**src/rtl/ble_whiten_par.sv**
```systemverilog
// Multi-bit-per-cycle BLE data whitening (x^7+x^4+1), DATA_WIDTH bits per beat, LSB first on air.
// Per-packet channel seed, header skip length and bypass are latched at load; 1-cycle latency.
module ble_whiten_par #(
  parameter int DATA_WIDTH               = 8,
  parameter int CHANNEL_NUMBER_BIT_WIDTH = 6,
  parameter int SKIP_BIT_WIDTH           = 9,
  parameter int NBITS_WIDTH              = $clog2(DATA_WIDTH + 1)
) (
  input  logic                                clk,
  input  logic                                rst,
  input  logic [CHANNEL_NUMBER_BIT_WIDTH-1:0] channel_number,
  input  logic                                channel_number_load,
  input  logic [SKIP_BIT_WIDTH-1:0]           skip_bits,
  input  logic                                whiten_en,
  input  logic [DATA_WIDTH-1:0]               data_in,
  input  logic                                data_in_valid,
  input  logic                                data_in_valid_last,
  input  logic [NBITS_WIDTH-1:0]              data_in_nbits,
  output logic [DATA_WIDTH-1:0]               data_out,
  output logic                                data_out_valid,
  output logic                                data_out_valid_last,
  output logic [NBITS_WIDTH-1:0]              data_out_nbits,
  output logic                                busy,
  output logic                                load_err
);

  typedef enum logic [1:0] {IDLE, SKIP, WHITEN} state_t;

  localparam logic [31:0] CNT_MAX = 32'((1 << SKIP_BIT_WIDTH) - 1);

  // lfsr bit k holds position s_k; s6 is the keystream tap
  function automatic logic [6:0] lfsr_seed(input logic [5:0] ch);
    lfsr_seed = {ch[0], ch[1], ch[2], ch[3], ch[4], ch[5], 1'b1};
  endfunction

  function automatic logic [6:0] lfsr_step(input logic [6:0] s);
    lfsr_step = {s[5], s[4], s[3] ^ s[6], s[2], s[1], s[0], s[6]};
  endfunction

  state_t                    state_q, state_d;
  logic [SKIP_BIT_WIDTH-1:0] bit_cnt_q, bit_cnt_d;
  logic [6:0]                lfsr_q, lfsr_d;
  logic [5:0]                chan_q, chan_d;
  logic [SKIP_BIT_WIDTH-1:0] skip_q, skip_d;
  logic                      wen_q, wen_d;

  logic [DATA_WIDTH-1:0]     data_p1, data_d;
  logic                      vld_p1, last_p1, load_err_p1, load_err_d;
  logic [NBITS_WIDTH-1:0]    nbits_p1;

  logic                      fin, load_now, load_late;
  logic [SKIP_BIT_WIDTH-1:0] skip_eff;
  logic                      wen_eff;
  logic [6:0]                lfsr_c;
  logic [31:0]               sum;
  int                        nb_eff;

  always_comb begin
    fin        = data_in_valid && data_in_valid_last;
    load_now   = channel_number_load && (state_q == IDLE);
    load_late  = channel_number_load && (state_q != IDLE) && fin;
    load_err_d = channel_number_load && (state_q != IDLE) && !fin;
    skip_eff   = load_now ? skip_bits : skip_q;
    wen_eff    = load_now ? whiten_en : wen_q;

    if (!data_in_valid)
      nb_eff = 0;
    else if (data_in_valid_last && (data_in_nbits != '0) &&
             (32'(data_in_nbits) <= 32'(DATA_WIDTH)))
      nb_eff = int'(data_in_nbits);
    else
      nb_eff = DATA_WIDTH;

    // unrolled keystream chain: one LFSR step per whitened bit
    lfsr_c = load_now ? lfsr_seed(channel_number[5:0]) : lfsr_q;
    data_d = '0;
    for (int i = 0; i < DATA_WIDTH; i++) begin
      if (i < nb_eff) begin
        if (wen_eff && (32'(bit_cnt_q) + 32'(i) >= 32'(skip_eff))) begin
          data_d[i] = data_in[i] ^ lfsr_c[6];
          lfsr_c    = lfsr_step(lfsr_c);
        end else begin
          data_d[i] = data_in[i];
        end
      end
    end

    sum       = 32'(bit_cnt_q) + 32'(nb_eff);
    state_d   = state_q;
    bit_cnt_d = bit_cnt_q;
    lfsr_d    = lfsr_q;
    chan_d    = chan_q;
    skip_d    = skip_q;
    wen_d     = wen_q;

    if (load_now || load_late) begin
      chan_d = channel_number[5:0];
      skip_d = skip_bits;
      wen_d  = whiten_en;
    end

    if (fin) begin
      state_d   = IDLE;
      bit_cnt_d = '0;
      lfsr_d    = lfsr_seed((load_now || load_late) ? channel_number[5:0] : chan_q);
    end else if (data_in_valid) begin
      bit_cnt_d = (sum > CNT_MAX) ? CNT_MAX[SKIP_BIT_WIDTH-1:0] : sum[SKIP_BIT_WIDTH-1:0];
      lfsr_d    = lfsr_c;
      if (state_q != WHITEN)
        state_d = (sum < 32'(skip_eff)) ? SKIP : WHITEN;
    end else if (load_now) begin
      lfsr_d = lfsr_seed(channel_number[5:0]);
    end
  end

  // stage p0 -> p1: control state and registered outputs
  always_ff @(posedge clk or posedge rst) begin
    if (rst) begin
      state_q     <= IDLE;
      bit_cnt_q   <= '0;
      lfsr_q      <= 7'b0000001;
      chan_q      <= '0;
      skip_q      <= SKIP_BIT_WIDTH'(40);
      wen_q       <= 1'b1;
      data_p1     <= '0;
      vld_p1      <= 1'b0;
      last_p1     <= 1'b0;
      nbits_p1    <= '0;
      load_err_p1 <= 1'b0;
    end else begin
      state_q     <= state_d;
      bit_cnt_q   <= bit_cnt_d;
      lfsr_q      <= lfsr_d;
      chan_q      <= chan_d;
      skip_q      <= skip_d;
      wen_q       <= wen_d;
      data_p1     <= data_d;
      vld_p1      <= data_in_valid;
      last_p1     <= data_in_valid_last;
      nbits_p1    <= NBITS_WIDTH'(nb_eff);
      load_err_p1 <= load_err_d;
    end
  end

  assign data_out            = data_p1;
  assign data_out_valid      = vld_p1;
  assign data_out_valid_last = last_p1;
  assign data_out_nbits      = nbits_p1;
  assign load_err            = load_err_p1;
  assign busy                = (state_q != IDLE);

endmodule
```
**config.mk**
```make
export PLATFORM = sky130hd
export DESIGN_NAME = ble_whiten_par
export DESIGN_NICKNAME = d
export VERILOG_FILES = /design/src/rtl/ble_whiten_par.sv
export SDC_FILE = /design/constraint.sdc
export NUM_CORES = 1
export LEC_CHECK = 0
export ABC_AREA = 1
export BUFFER_PORTS_ARGS = -buffer_cell sky130_fd_sc_hd__clkbuf_2
export CORE_MARGIN = 2
export CORE_UTILIZATION = 35
export DETAILED_ROUTE_END_ITERATION = 8
export GPL_TIMING_DRIVEN = 0
export PLACE_DENSITY = 0.5
export SETUP_SLACK_MARGIN = 0.3
export SLEW_MARGIN = 25
export SYNTH_ARGS = -nofsm -noshare
export SYNTH_HDL_FRONTEND = slang
export SYNTH_SLANG_ARGS = --single-unit
```
**constraint.sdc**
```tcl
create_clock -name clk -period 4.9 [get_ports clk]
set_input_delay 0.98 -clock clk [delete_from_list [all_inputs] [get_ports clk]]
set_output_delay 0.98 -clock clk [all_outputs]
set_load 0.05 [all_outputs]
```
[Word-level counts from Yosys, hierarchy flattened]
Cells that the tools add are included.
Operators by class
  add/subtract/negate cells: 8
  $lt $le $gt $ge: 19
  eq/ne operators: 1
  muxes and demuxes: 47
  bitwise gates (word level): 16
  reduce and logical (&&, ||, !) cells: 23
Operator list (number)
  $mux W7: 19
  $lt A4 B32 Y1 const A: 4
  $ge A10 B9 Y1: 7
  $lt A3 B32 Y1 const A: 2
  $add A9 B3 Y10 const B: 4
  $mux W9: 4
  $add A9 B32 Y32: 1
  $gt A32 B9 Y1 const B: 1
  $lt A1 B32 Y1 const A: 1
  $lt A2 B32 Y1 const A: 1
  $lt A32 B9 Y1: 1
  $add A9 B2 Y10 const B: 2
  $mux W1: 17
  $xor A1 B1 Y1: 16
  $logic_and A1 B1 Y1: 15
  $add A9 B1 Y10 const B: 1
  $ge A9 B9 Y1: 1
  $mux W2: 4
  $mux W4: 2
  $mux W6: 1
  $reduce_bool A2 Y1: 3
  $le A4 B4 Y1 const B: 1
  $reduce_bool A4 Y1: 1
  $logic_not A2 Y1: 1
  4 further kinds: 4
Storage, ports and cells
  register bits: 49
  input bits: 33
  output and inout port bits: 16
  word-level logic and storage cells: 125

[Depth between registers and ports, before layout]
  depth after elaboration: 30
  mapped depth: 40

[Worst setup path after synthesis]
No wires, ideal clock.
  path kind: input to register
  from: input channel_number_load
  to: register lfsr_q[1]
  data arrival time: 4.660 ns
  slack: 0.103 ns
  cell stages on the path: 30
  path through: buf_2 -> nand2_4 -> buf_4 -> inv_2 -> clkbuf_1 -> o21ai_0 -> ha_1 -> a21oi_1 -> nor3_1 -> a211oi_1 -> nand2_4 -> nand3_2 -> buf_6 -> nand2_2 -> nand2_1 -> nand2_2 -> nand2_4 -> nand2_1 -> nand2_1 -> nand2_1 -> nand2_1 -> nand2_2 -> nand2_2 -> nand2_1 -> nand2_1 -> nand2_1 -> o21ai_1 -> nand2_1 -> nand3_1 -> o211ai_1
Between the ends
  word-level cells in the longest chain between the ends: 23
RTL lines
  start, declared: line 12  | input logic channel_number_load,
  $logic_and A1 B1 Y1: line 60  | load_now = channel_number_load && (state_q == IDLE);
  $mux W9: line 63  | skip_eff = load_now ? skip_bits : skip_q;
  $ge A9 B9 Y1: line 79  | if (wen_eff && (32'(bit_cnt_q) + 32'(i) >= 32'(skip_eff))) begin
  $logic_and A1 B1 Y1: line 79
  $mux W7: line 79
  $mux W7: line 78  | if (i < nb_eff) begin
  $xor A1 B1 Y1 or $mux W7 (tied branches): line 37, 79
  $mux W7, on equally long branches: line 79, 78
  [8 not listed]
  $mux W7: line 78
  $mux W7: line 79
  $mux W7: line 78
  $mux W7: line 79
  $mux W7: line 78
  $mux W7: line 106  | end else if (data_in_valid) begin
  $mux W7 (*): line 102  | if (fin) begin
  net lfsr_d[1]: line 42  | logic [6:0] lfsr_q, lfsr_d;
  end signal, assigned: line 133  | lfsr_q <= lfsr_d;
  end, declared: line 42
Mark *: on every way through the listed nets, which the timed path passes. The rest lies on a longest branch.
A chain may end at the register's enable or synchronous reset.

[Final worst setup path]
  from: input channel_number_load
  to: register lfsr_q[3]
Between the ends
  word-level cells in the longest chain between the ends: 23
RTL lines
  $logic_and A1 B1 Y1: line 60
  $mux W9: line 63
  $ge A9 B9 Y1: line 79
  $logic_and A1 B1 Y1: line 79
  $mux W7: line 79
  $mux W7: line 78
  $xor A1 B1 Y1: line 37  | lfsr_step = {s[5], s[4], s[3] ^ s[6], s[2], s[1], s[0], s[6]};
  $mux W7: line 79
  [8 not listed]
  $mux W7: line 78
  $mux W7: line 79
  $mux W7: line 78
  $mux W7: line 79
  $mux W7: line 78
  $mux W7: line 106
  $mux W7 (*): line 102
  net lfsr_d[3]: line 42
Marks and branches as above.

==> metrics.txt <==
die area=17600 sq um; CTS tree=built; DR vias/cell=4.98; DP Wirelength=14.2 mm; Simple-Gate Fraction of Synth Area=roughly 34%; vias in the first global route=5388; Final Slew Violations=0; Cells after Synth=854; Cell Count, Final, Fillers Out=1154; largest family of logic cells by synthesized area=simple AND/OR/NAND/NOR gates; area grow syn2layout=21.1%; global route total overflow=0; Synth Area in XOR/XNOR=6.94%; WL/cell=~16 um; hold buffer count at cts=0; placed cells=1123; Post-Syn Area=5800 sq um; worst vdd ir=0.000161 V; CTS HTree Levels=2; worst slew pin tran=763 ps; status=complete, no violations; total track usage=21.1%; period utilisation layout=89.9%; Tmin final=4400 ps; Setup WS post-layout=496 ps; Clock Latency Late Sink=approximately 300 ps; Boundary Pins=49; number of synthesized flops with an enable pin=0; Die Y=approximately 130 um; Routability Congestion=~0.86; pwr dens=292 nW/um^2; Worst Clk Skew=10.0 ps; CTS max path bufs=2; Rel. slew slack=approximately half; Crit path largest cell delay=350 ps; Mapped Nets=962; Avg Cell Area, Syn=6.80 sq um; Adder-Cell Fraction of Synth Area=16.3%; largest net degree at the start of global routing=44; Final Hold Viols=0; WS Path Type=in2reg; Arrival @ worst endpoint=4560 ps; #FFs+latches synth=49; antenna cells=0; cell mode on critical path=nand2_1; leakage=3.77 nW; nets@finish=around 1000; FP Rows=47; critical path launch point type=input pin; # DRC=0; 1st-iter DRT viols=314; commonest non-fill, non-tap cell in the layout=nand2_1; Antenna Nets Post-Route=0; MaxCap Viol Count=0; yosys warns=0; fillcell total=1754; root buffer cell=clkbuf_16; RSZ-0062 raised after global routing=false; Setup TNS=0 ps; initial antenna violation count=0; Async S/R FF share, synth=100%; worst-path maximum fanout=10; die boundary width=133 um; post-synthesis sequential area ratio=21.2%; element type at the critical path end=flop; Required @ worst endpoint=just over 5000 ps; core box area=~16000 sq um; CTS Buf Count=5; fmax=227 MHz; CP max stage cell=o211ai_1; Synth Area in Compound Gates=12.8%; Top FF cell, synth=dfrtp_1; multiplexer share of the synthesized area=less than 1%; most frequent cells in the layout=nand2_1, inv_1, nand3_1, ha_1, clkbuf_2; I/O Buffers=47; clk sinks=49; router iterations before antenna repair=5; # setup viols final=0; Clock transition at path regs=~70 ps; Cell variety after synth=54; wirelength, routed=18.6 mm; initial core utilization=35.4%; setup slack at placement=-959 ps; share of cells above drive strength 1=21.4%; Worst Hold Class=reg2reg; first-pass GRT wire length=~29 mm; routed via count=5751
==> state kept, by name (all words and copies together), names as in the netlist, 2 cells and up <==
register / count
data_out_nbits: 4
data_out: 8
bit_cnt_q: 9
state_q: 2
chan_q: 6
lfsr_q: 7
skip_q: 9
==> kinds of logic (layout without fill, tap and decap cells) <==
family	Yosys count	after routing
AND/OR/NAND/NOR	430	430
AO/OA/AOI/OAI	130	130
buffers and inverters	120	200
adder cells (fa/ha/maj)	75	75
flip-flops	49	49
XOR/XNOR	46	46
multiplexers	4	4
==> critical path: cells and delay by family <==
kind            cells  cell delay (ps)
fa+ha+maj           1              250
buf+inv             7              710
simple gates       25             1850
compound gates      3              740
==> where the power goes <==
group	internal, mW	total (mW)	switching (mW)
combinational	0.432	1.18	0.753
clock	0.191	0.360	0.169
sequential	0.471	0.507	0.0355
total	1.09	2.05	0.958
==> per-layer routing <==
layer  up-vias  GRT usage (%)  wire length, um
met4         0           3.35              146
met1      2647           31.8             9410
met5         -              0                0
met3         8           2.84              784
li1       2978              -                -
met2       118           32.7             8220
==> worst paths after layout <==
check	from	end	slack, ps	depth (start not counted)
worst max-delay path	channel_number_load	lfsr_q[3]	500	36
worst min-delay path	chan_q[3]	chan_q[3]	480	2
worst max register to register	bit_cnt_q[3]	lfsr_q[3]	600	28
worst min register to register	chan_q[3]	chan_q[3]	480	2
max in group asynchronous	rst	skip_q[3]	3850	3
min in group asynchronous	rst	skip_q[7]	560	2
==> layout make-up <==
cell class                      count  area (sq um)  area share (%)
Multi-Input combinational cell    685          4380            62.3
Buffer                             17           126            1.80
Clock inverter                      2          13.8           0.196
Tap cell                          220           275            3.92
Timing Repair Buffer               72           468            6.66
Sequential cell                    49          1230            17.6
Clock buffer                        6           129            1.83
Inverter                          103           404            5.75
==> metrics by stage <==
stage | area, sq um | util [%] | hold slack, ps | power (mW)
2_1_floorplan | 5800 | - | 438 | 1.25
3_3_place_gp | 6310 | 38.5 | 456 | 1.52
3_5_place_dp | 6370 | 38.8 | 461 | 1.54
4_1_cts | 6680 | 40.7 | 478 | 1.96
5_1_grt | 7030 | 42.8 | 498 | 2.23
6_report | 7030 | 42.8 | 482 | 2.05
==> synthesized netlist by cell type (4+ instances only) <==
master	instances	share of area (%)
o21ai_0	54	4.7
nor2_1	46	3.0
or2_2	4	0.43
a21oi_1	37	3.2
nor3_1	5	0.43
buf_2	5	0.43
dfstp_2	4	1.8
o211ai_1	5	0.65
inv_1	90	5.8
clkbuf_1	7	0.45
dfrtp_1	45	19
nand4_1	11	1.2
ha_1	74	16
inv_2	9	0.58
nand3_1	83	7.2
xor2_1	43	6.5
nand2_1	242	16
o21ai_1	11	0.95
nand3_2	11	1.9
nand2_2	14	1.5
==> what timing repair did <==
item / in CTS / in global routing
pin swaps: 3 / 14
gates cloned: 0 / 0
endpoints found under the setup margin: 12 / 12
buffers inserted: 7 / 16
gates resized for setup: 25 / 53
No activity file was read; power rests on OpenSTA's default activity.
